<file path="src/rtl/bm_param_grad_acc.sv">
// Multi-tile norm-parameter gradient accumulator: per-column gradb/gradg reduction across tiles.
// Optional saturation of the final outputs and a sticky sat_flag port: define BM_PARAM_SAT_EN.
module bm_param_grad_acc #(
  parameter int bitwidth      = 16,
  parameter int tile_len      = 2,
  parameter int hidden_dim    = 8,
  parameter int num_tiles     = 4,
  parameter int frac_bits     = 8,
  parameter int addr_bitwidth = $clog2(hidden_dim),
  parameter int acc_bitwidth  = 2*bitwidth + $clog2(tile_len*num_tiles),
  parameter int tile_bitwidth = (num_tiles > 1) ? $clog2(num_tiles) : 1
) (
  input  logic                         clk,
  input  logic                         rstn,
  input  logic                         en,
  input  logic                         clear,
  input  logic [tile_len*bitwidth-1:0] gradz,
  input  logic [tile_len*bitwidth-1:0] y1,
  output logic [addr_bitwidth-1:0]     addr,
  output logic                         busy,
  output logic                         done,
  output logic [tile_bitwidth-1:0]     tile_idx,
  output logic [bitwidth-1:0]          gradg_out,
  output logic [bitwidth-1:0]          gradb_out,
  output logic                         gradg_out_valid,
  output logic                         gradb_out_valid,
  output logic                         gradg_out_last,
  output logic                         gradb_out_last
`ifdef BM_PARAM_SAT_EN
  ,
  output logic                         sat_flag
`endif
);

  typedef enum logic [1:0] {S_IDLE, S_SWEEP, S_DRAIN} state_t;

  localparam logic [addr_bitwidth-1:0] LAST_COL  = addr_bitwidth'(hidden_dim - 1);
  localparam logic [tile_bitwidth-1:0] LAST_TILE = tile_bitwidth'(num_tiles - 1);

  state_t r_state;
  state_t w_next;

  logic [addr_bitwidth-1:0] r_col;
  logic [tile_bitwidth-1:0] r_tile;

  // Read-return, operand, sum and accumulate stages
  logic                            r_rd_vld;
  logic [addr_bitwidth-1:0]        r_rd_col;
  logic                            r_s1_vld;
  logic [addr_bitwidth-1:0]        r_s1_col;
  logic [tile_len*bitwidth-1:0]    r_s1_gz;
  logic [tile_len*bitwidth-1:0]    r_s1_y1;
  logic                            r_s2_vld;
  logic [addr_bitwidth-1:0]        r_s2_col;
  logic signed [acc_bitwidth-1:0]  r_s2_sb;
  logic signed [acc_bitwidth-1:0]  r_s2_sg;

  logic signed [acc_bitwidth-1:0]  r_accb [hidden_dim];
  logic signed [acc_bitwidth-1:0]  r_accg [hidden_dim];

  logic                            r_done;
  logic                            r_ovld;
  logic                            r_olast;
  logic [bitwidth-1:0]             r_gb;
  logic [bitwidth-1:0]             r_gg;

  logic signed [acc_bitwidth-1:0]  w_row_b [tile_len];
  logic signed [acc_bitwidth-1:0]  w_row_g [tile_len];
  logic signed [acc_bitwidth-1:0]  w_sb;
  logic signed [acc_bitwidth-1:0]  w_sg;
  logic signed [acc_bitwidth-1:0]  w_sumb;
  logic signed [acc_bitwidth-1:0]  w_sumg;
  logic                            w_first_tile;
  logic                            w_last_tile;
  logic                            w_idle_clear;

`ifdef BM_PARAM_SAT_EN
  localparam logic signed [acc_bitwidth-1:0] SAT_MAX =
    {{(acc_bitwidth-bitwidth+1){1'b0}}, {(bitwidth-1){1'b1}}};
  localparam logic signed [acc_bitwidth-1:0] SAT_MIN =
    {{(acc_bitwidth-bitwidth+1){1'b1}}, {(bitwidth-1){1'b0}}};

  function automatic logic clamped(input logic signed [acc_bitwidth-1:0] v);
    return (v > SAT_MAX) || (v < SAT_MIN);
  endfunction
`endif

  function automatic logic [bitwidth-1:0] reduce(input logic signed [acc_bitwidth-1:0] v);
`ifdef BM_PARAM_SAT_EN
    if (v > SAT_MAX) return SAT_MAX[bitwidth-1:0];
    if (v < SAT_MIN) return SAT_MIN[bitwidth-1:0];
    return v[bitwidth-1:0];
`else
    return v[bitwidth-1:0];
`endif
  endfunction

  // ---------------------------------------------------------------- control
  always_ff @(posedge clk or negedge rstn) begin
    if (!rstn) r_state <= S_IDLE;
    else       r_state <= w_next;
  end

  // NOTE: w_next gets its default before the case, so no branch can leave it unassigned and infer a latch.
  always_comb begin
    w_next = r_state;
    case (r_state)
      S_IDLE:  if (en) w_next = S_SWEEP;
      S_SWEEP: if (r_col == LAST_COL) w_next = S_DRAIN;
      S_DRAIN: if (r_done) w_next = S_IDLE;
      default: w_next = S_IDLE;
    endcase
  end

  assign busy         = (r_state != S_IDLE);
  assign addr         = (r_state == S_SWEEP) ? r_col : '0;
  assign w_idle_clear = (r_state == S_IDLE) && clear;

  // NOTE: sequential state uses non-blocking assignments so every stage samples pre-edge values.
  always_ff @(posedge clk or negedge rstn) begin
    if (!rstn)                                        r_col <= '0;
    else if (r_state == S_SWEEP && r_col != LAST_COL) r_col <= r_col + 1'b1;
    else                                              r_col <= '0;
  end

  // The tile index is stable for a whole tile; it advances as the tile retires.
  always_ff @(posedge clk or negedge rstn) begin
    if (!rstn)             r_tile <= '0;
    else if (w_idle_clear) r_tile <= '0;
    else if (r_done)       r_tile <= (r_tile == LAST_TILE) ? '0 : r_tile + 1'b1;
  end

  assign tile_idx     = r_tile;
  assign w_first_tile = (r_tile == '0);
  assign w_last_tile  = (r_tile == LAST_TILE);

  // ---------------------------------------------------------------- datapath
  for (genvar r = 0; r < tile_len; r++) begin : g_row
    logic signed [bitwidth-1:0]   w_gz;
    logic signed [bitwidth-1:0]   w_y;
    logic signed [2*bitwidth-1:0] w_prod;
    logic signed [2*bitwidth-1:0] w_shift;
    assign w_gz       = r_s1_gz[r*bitwidth +: bitwidth];
    assign w_y        = r_s1_y1[r*bitwidth +: bitwidth];
    assign w_prod     = w_gz * w_y;
    assign w_shift    = w_prod >>> frac_bits;
    assign w_row_b[r] = acc_bitwidth'(w_gz);
    assign w_row_g[r] = acc_bitwidth'(w_shift);
  end

  always_comb begin
    w_sb = '0;
    w_sg = '0;
    for (int r = 0; r < tile_len; r++) begin
      w_sb = w_sb + w_row_b[r];
      w_sg = w_sg + w_row_g[r];
    end
  end

  always_ff @(posedge clk or negedge rstn) begin
    if (!rstn) begin
      r_rd_vld <= 1'b0;
      r_rd_col <= '0;
      r_s1_vld <= 1'b0;
      r_s1_col <= '0;
      r_s1_gz  <= '0;
      r_s1_y1  <= '0;
      r_s2_vld <= 1'b0;
      r_s2_col <= '0;
      r_s2_sb  <= '0;
      r_s2_sg  <= '0;
    end else begin
      r_rd_vld <= (r_state == S_SWEEP);
      r_rd_col <= r_col;
      r_s1_vld <= r_rd_vld;
      r_s1_col <= r_rd_col;
      if (r_rd_vld) begin
        r_s1_gz <= gradz;
        r_s1_y1 <= y1;
      end
      r_s2_vld <= r_s1_vld;
      r_s2_col <= r_s1_col;
      if (r_s1_vld) begin
        r_s2_sb <= w_sb;
        r_s2_sg <= w_sg;
      end
    end
  end

  // Tile 0 overwrites, later tiles add into the stored partial sums.
  assign w_sumb = w_first_tile ? r_s2_sb : r_accb[r_s2_col] + r_s2_sb;
  assign w_sumg = w_first_tile ? r_s2_sg : r_accg[r_s2_col] + r_s2_sg;

  // NOTE: the accumulator bank has no reset; tile 0 writes every entry before any later tile reads it.
  always_ff @(posedge clk) begin
    if (r_s2_vld) begin
      r_accb[r_s2_col] <= w_sumb;
      r_accg[r_s2_col] <= w_sumg;
    end
  end

  always_ff @(posedge clk or negedge rstn) begin
    if (!rstn) begin
      r_done  <= 1'b0;
      r_ovld  <= 1'b0;
      r_olast <= 1'b0;
      r_gb    <= '0;
      r_gg    <= '0;
    end else begin
      r_done  <= r_s2_vld && (r_s2_col == LAST_COL);
      r_ovld  <= r_s2_vld && w_last_tile;
      r_olast <= r_s2_vld && w_last_tile && (r_s2_col == LAST_COL);
      if (r_s2_vld && w_last_tile) begin
        r_gb <= reduce(w_sumb);
        r_gg <= reduce(w_sumg);
      end
    end
  end

  assign done            = r_done;
  assign gradb_out       = r_gb;
  assign gradg_out       = r_gg;
  assign gradb_out_valid = r_ovld;
  assign gradg_out_valid = r_ovld;
  assign gradb_out_last  = r_olast;
  assign gradg_out_last  = r_olast;

`ifdef BM_PARAM_SAT_EN
  logic r_sat;

  always_ff @(posedge clk or negedge rstn) begin
    if (!rstn)             r_sat <= 1'b0;
    else if (w_idle_clear) r_sat <= 1'b0;
    else if (r_s2_vld && w_last_tile && (clamped(w_sumb) || clamped(w_sumg)))
      r_sat <= 1'b1;
  end

  assign sat_flag = r_sat;
`endif

endmodule
</file>
<file path="config.mk">
export PLATFORM = sky130hd
export DESIGN_NAME = bm_param_grad_acc
export DESIGN_NICKNAME = d
export VERILOG_FILES = /design/src/rtl/bm_param_grad_acc.sv
export SDC_FILE = /design/constraint.sdc
export NUM_CORES = 2
export LEC_CHECK = 0
export BUFFER_PORTS_ARGS = -buffer_cell sky130_fd_sc_hd__buf_2
export CAP_MARGIN = 20
export CORE_ASPECT_RATIO = 0.7
export CORE_MARGIN = 4
export CORE_UTILIZATION = 55
export CTS_CLUSTER_DIAMETER = 120
export DETAILED_ROUTE_END_ITERATION = 7
export PLACE_DENSITY = 0.72
export SETUP_SLACK_MARGIN = 0.1
export SYNTH_ARGS = -nofsm -noshare
export SYNTH_HDL_FRONTEND = slang
export SYNTH_SLANG_ARGS = --single-unit
export TNS_END_PERCENT = 100
</file>
<file path="constraint.sdc">
create_clock -name clk -period 13.4 [get_ports clk]
set_input_delay 1.34 -clock clk [delete_from_list [all_inputs] [get_ports clk]]
set_output_delay 1.34 -clock clk [all_outputs]
set_load 0.01 [all_outputs]
</file>
-- After elaboration in Yosys (flattened, before gate mapping)
Memories as Yosys holds them, arrays and structs flattened.
Cells that the tools add are included.
- add/sub/neg operators: 6
- $mul: 2
- divide/modulo/power cells: 0
- magnitude comparators: 0
- equality and inequality tests: 9
- shift-type cells: 0
- muxes and demuxes: 13
- bitwise gates (word level): 0
- reduce and logical (&&, ||, !) cells: 10
- operators with widths (cell ; number):
    $add A35 B35 Y35 ; 2
    $mux W35 ; 2
    $mul A16 B16 Y32 ; 2
    $add A24 B24 Y25 ; 1
    $add A16 B16 Y17 ; 1
    $mux W2 ; 6
    $eq A3 B3 Y1 const B ; 2
    $mux W3 ; 2
    $ne A2 B2 Y1 const B ; 3
    $pmux W2 S3 ; 1
    $logic_and A1 B1 Y1 ; 5
    $eq A2 B2 Y1 const B ; 2
    $logic_not A2 Y1 ; 2
    $reduce_bool A2 Y1 ; 2
    $add A3 B1 Y3 const B ; 1
    $ne A3 B3 Y1 const B ; 1
    $reduce_and A3 Y1 ; 1
    $add A2 B1 Y2 const B ; 1
    $eq A2 B1 Y1 const B ; 1
    $mux W1 ; 2
- flip-flop bits (word level): 188
- latch bits: 0
- RAM bits: 560
- bits in read-only memories: 0
- logic and storage cells: 60
- memories: 2
- memory list (memory ; words ; width ; read ports ; clocked after memory_dff ; write ports ; line ; source):
    r_accb ; 8 ; 35 ; 1 ; 0 ; 1 ; 58 ; logic signed [acc_bitwidth-1:0] r_accb [hidden_dim];
    r_accg ; 8 ; 35 ; 1 ; 0 ; 1 ; 59 ; logic signed [acc_bitwidth-1:0] r_accg [hidden_dim];

-- Longest topological paths before layout
- word-level depth: 4
- gate-level depth with buffers: 35
- depth with buffers taken out: 33

-- Worst setup path after synthesis
OpenSTA, ideal clock, no wires.
- kind: reg2reg
- from: register r_s1_y1[1]
- to: register r_s2_sg[15]
- library setup time: 0.082 ns
- arrival time: 7.144 ns
- required time: 13.318 ns
- slack: 6.174 ns
- cell stages (with the launch flop): 32
- buffers on the path: 1
- clock period less this slack: 7.226 ns
- path through: dfrtp_1 clkbuf_1 nand2_1 fa_1 fa_1 fa_1 fa_1 inv_1 fa_1 inv_1 fa_1 inv_1 ha_1 or4_1 o221a_4 nor2_1 a21oi_1 a21oi_1 nor2b_1 nor2_1 xnor2_1 ha_1 nor3_1 o211ai_1 a31o_1 a21o_1 a21oi_1 nor2_1 o21ai_0 nand2b_1 a21o_1 a31oi_1
- longest elaborated chain between the ends: 2
- RTL lines (element ; line ; source):
    start: declaration ; 52 ; logic [tile_len*bitwidth-1:0] r_s1_y1;
    start signal: assignment ; 179 ; r_s1_y1 <= y1;
    $mul A16 B16 Y32 ; 145 ; assign w_prod = w_gz * w_y;
    $add A24 B24 Y25 ; 156 ; w_sg = w_sg + w_row_g[r];
    end signal: assignment ; 185 ; r_s2_sg <= w_sg;
    end: declaration ; 56 ; logic signed [acc_bitwidth-1:0] r_s2_sg;
Every way passes these cells.
A chain may end at the register's enable or synchronous reset.

-- Final worst setup path
- from: register r_s1_gz[6]
- to: register r_s2_sg[14]
- longest elaborated chain between the ends: 2
- RTL lines (element ; line ; source):
    start: declaration ; 51 ; logic [tile_len*bitwidth-1:0] r_s1_gz;
    start signal: assignment ; 178 ; r_s1_gz <= gradz;
    $mul A16 B16 Y32 ; 145 ;
    $add A24 B24 Y25 ; 156 ;
Every way passes these cells.

==> out/qor.txt <==
Setup crit end kind = flip-flop
Commonest cells post-synth = inv_1 (517), fa_1 (376), nand2_1 (301)
Overflow after GRT = 0
Synth Area in XOR/XNOR = 0.0296
Netlist cell types = 56
Initial DRC count = 1659
# clock sinks = 406
Critical Path AT = 8.70 ns
R2r setup slk = 5.16 ns
Startpoint class of the critical path = flip-flop
Area growth from synthesis to layout = 8.54%
Final hold vios = 0
Post-route insts no fill = 3735
Clock root cell = clkbuf_16
Most common cell on crit path = fa_1
Final Instance Area = 35400 um^2
Worst-margin pin slew = 1.10 ns
Post-Synth Adder-Cell Area = 0.309
Worst hold path class = reg2reg
CTS tree = yes
CP top delay family = adder cells
Multiplexer share of the synthesized area = 0.0940
Yosys reg bits = 406
Crit Path Max Fanout = 18
Setup-failing EPs final = 0
Antenna Cells = 0
Worst path required time = 13.86 ns
Skew final = 0.0325 ns
Via Count = 21000
Max stage delay on crit path = 1.01 ns
Number of global-route vias before repair = 22700
Tcrit/Tclk final = 0.615
GPL Wtd Cong = 0.914
Buf/Inv on CP = 4
Total DRC errors in the routed layout = 0
Largest net degree at the start of global routing = 100
Clock Pin Slew Worst Setup and Hold Paths = 0.07 ns
Most frequent cell after synthesis = inv_1
Clk buf depth = 3
Syn Nets = 3477
Syn Area/Cell = 11.5 um^2
H-tree level count = 2
Post-synthesis compound-gate area fraction = 0.0414
Skew-Pair Late Insertion Delay = 0.59 ns
Area share of and/or/nand/nor cells after synthesis = 0.102
Post-CTS Resized = 0
Slowest stage cell, crit path = dfrtp_1
Number of max-cap violations = 0
Yosys warning count = 0
Post-synth top area share = 0.236
Worst r2r path cells = 29
Total setup buffers inserted after CTS = 0
Slew HR = 0.270
Top_reg_cell synth = edfxtp_1
Yosys top cell by area = edfxtp_1
Min cycle time layout = 8.24 ns
Row Count = 74
Reg area = 11400 um^2
TNS Setup = 0 ns
Seq/Total Area, Yosys = 0.351
Total routed wirelength = 81000 um
Initial Util = 0.557
Share of layout cells above drive strength 1 = 0.143
Status = complete, no violations
Post-DP Area = 34000 um^2
Multi-input logic area = 18800 um^2
Antenna-violating nets left = 0
CTS Hold Buffers Added = 0
Initial antenna violation count = 1
Global-route wire length before repair = 130000 um
Area of the mapped netlist = 32600 um^2
Critical path depth = 29
Max Slew Vio Count = 0
DR vias/cell = 5.62
CTS Buf Count = 41
Die H = 212 um
Crit Path Class = reg2reg
Cell Count Post-Placement = 3655
Top Ports = 111
Detailed placement HPWL = 59100 um
Largest cells by area after synthesis = edfxtp_1 (24%), fa_1 (23%), dfrtp_1 (12%)
Die W = 299 um
Largest family of logic cells by synthesized area = adder cells
Pre-antenna DRT Iters = 5
Fill cells = 4606
Total GRT Usage = 0.267
IO Port Bufs = 110
Fin nets = 3552
WHS Path Cells = 0
Post-synth ARST share = 0.369
Post-Syn Instances = 2829
WL/cell = 21.7 um
Die ar. = 63200 um^2
Max Freq = 121 MHz
CORE AREA = 58400 um^2
Number of synthesized flops with an enable pin = 256
Unrepaired setup endpoints after global routing = false
==> routing by layer <==
layer	vias to the layer above	track usage	part of all wire
met1	10900	0.396	0.45
li1	9259	-	-
met5	-	0	0.00017
met3	125	0.0483	0.072
met2	754	0.415	0.45
met4	2	0.0648	0.024
==> kinds of logic after synthesis <==
family,count (synthesis)
AO/OA/AOI/OAI,211
XOR/XNOR,110
adder cells (fa/ha/maj),580
buffers and inverters,628
flip-flops,406
multiplexers,209
AND/OR/NAND/NOR,685
==> flip-flops by register name, summed over array words and instances (netlist names), 16 cells and up <==
name       cells
r_s2_sg       16
r_accb       128
r_s2_sb       16
gradb_out     16
gradg_out     16
r_s1_y1       32
r_accg       128
r_s1_gz       32
==> stage by stage <==
stage | hold WS, ns | worst slack (ns) | utilization
after global placement | 0.334 | 5.51 | 0.581
after floorplan | 0.331 | 6.17 | -
after global routing | 0.351 | 4.74 | 0.605
final | 0.347 | 5.16 | 0.605
after CTS | 0.349 | 5.28 | 0.604
after detailed placement | 0.335 | 5.33 | 0.581
==> layout by cell type, fill, tap and decap left out, types with 16 or more instances in the layout <==
master	instances
clkbuf_16	41
xor2_1	31
mux2_2	134
o21ai_1	16
fa_1	376
nor2_1	71
xnor2_1	79
buf_4	27
a21o_1	23
nand2_1	301
o21ai_0	46
dfrtp_1	147
nand2b_1	18
nor3_1	19
ha_1	203
and2_1	213
inv_1	517
buf_2	110
mux4_2	64
a21oi_1	52
edfxtp_1	256
==> final cells by class <==
type	instances	share of cell area
Tap cell	798	0.0282
Clock buffer	58	0.0322
Multi-Input combinational cell	1795	0.532
Sequential cell	406	0.324
Timing Repair Buffer	141	0.0228
Clock inverter	18	0.00556
Inverter	519	0.0551
==> final timing paths <==
path | endpoint | from
worst max-delay path | r_s2_sg[14] | r_s1_gz[6]
worst min-delay path | r_s2_col[1] | r_s1_col[1]
worst max register to register | r_s2_sg[14] | r_s1_gz[6]
worst min register to register | r_s2_col[1] | r_s1_col[1]
max in group asynchronous | r_s2_col[0] | rstn
min in group asynchronous | gradg_out[11] | rstn
==> worst register-to-register path, delay by kind of cell (launching register included) <==
family	cells	cell delay, ns
adder cells (fa/ha/maj)	9	3.74
AO/OA/AOI/OAI	13	2.61
flip-flops	1	1.01
AND/OR/NAND/NOR	3	0.51
buffers and inverters	4	0.23
Power is not shown: default switching activity piles up to over one toggle a cycle in this logic, so the estimate is an artifact.
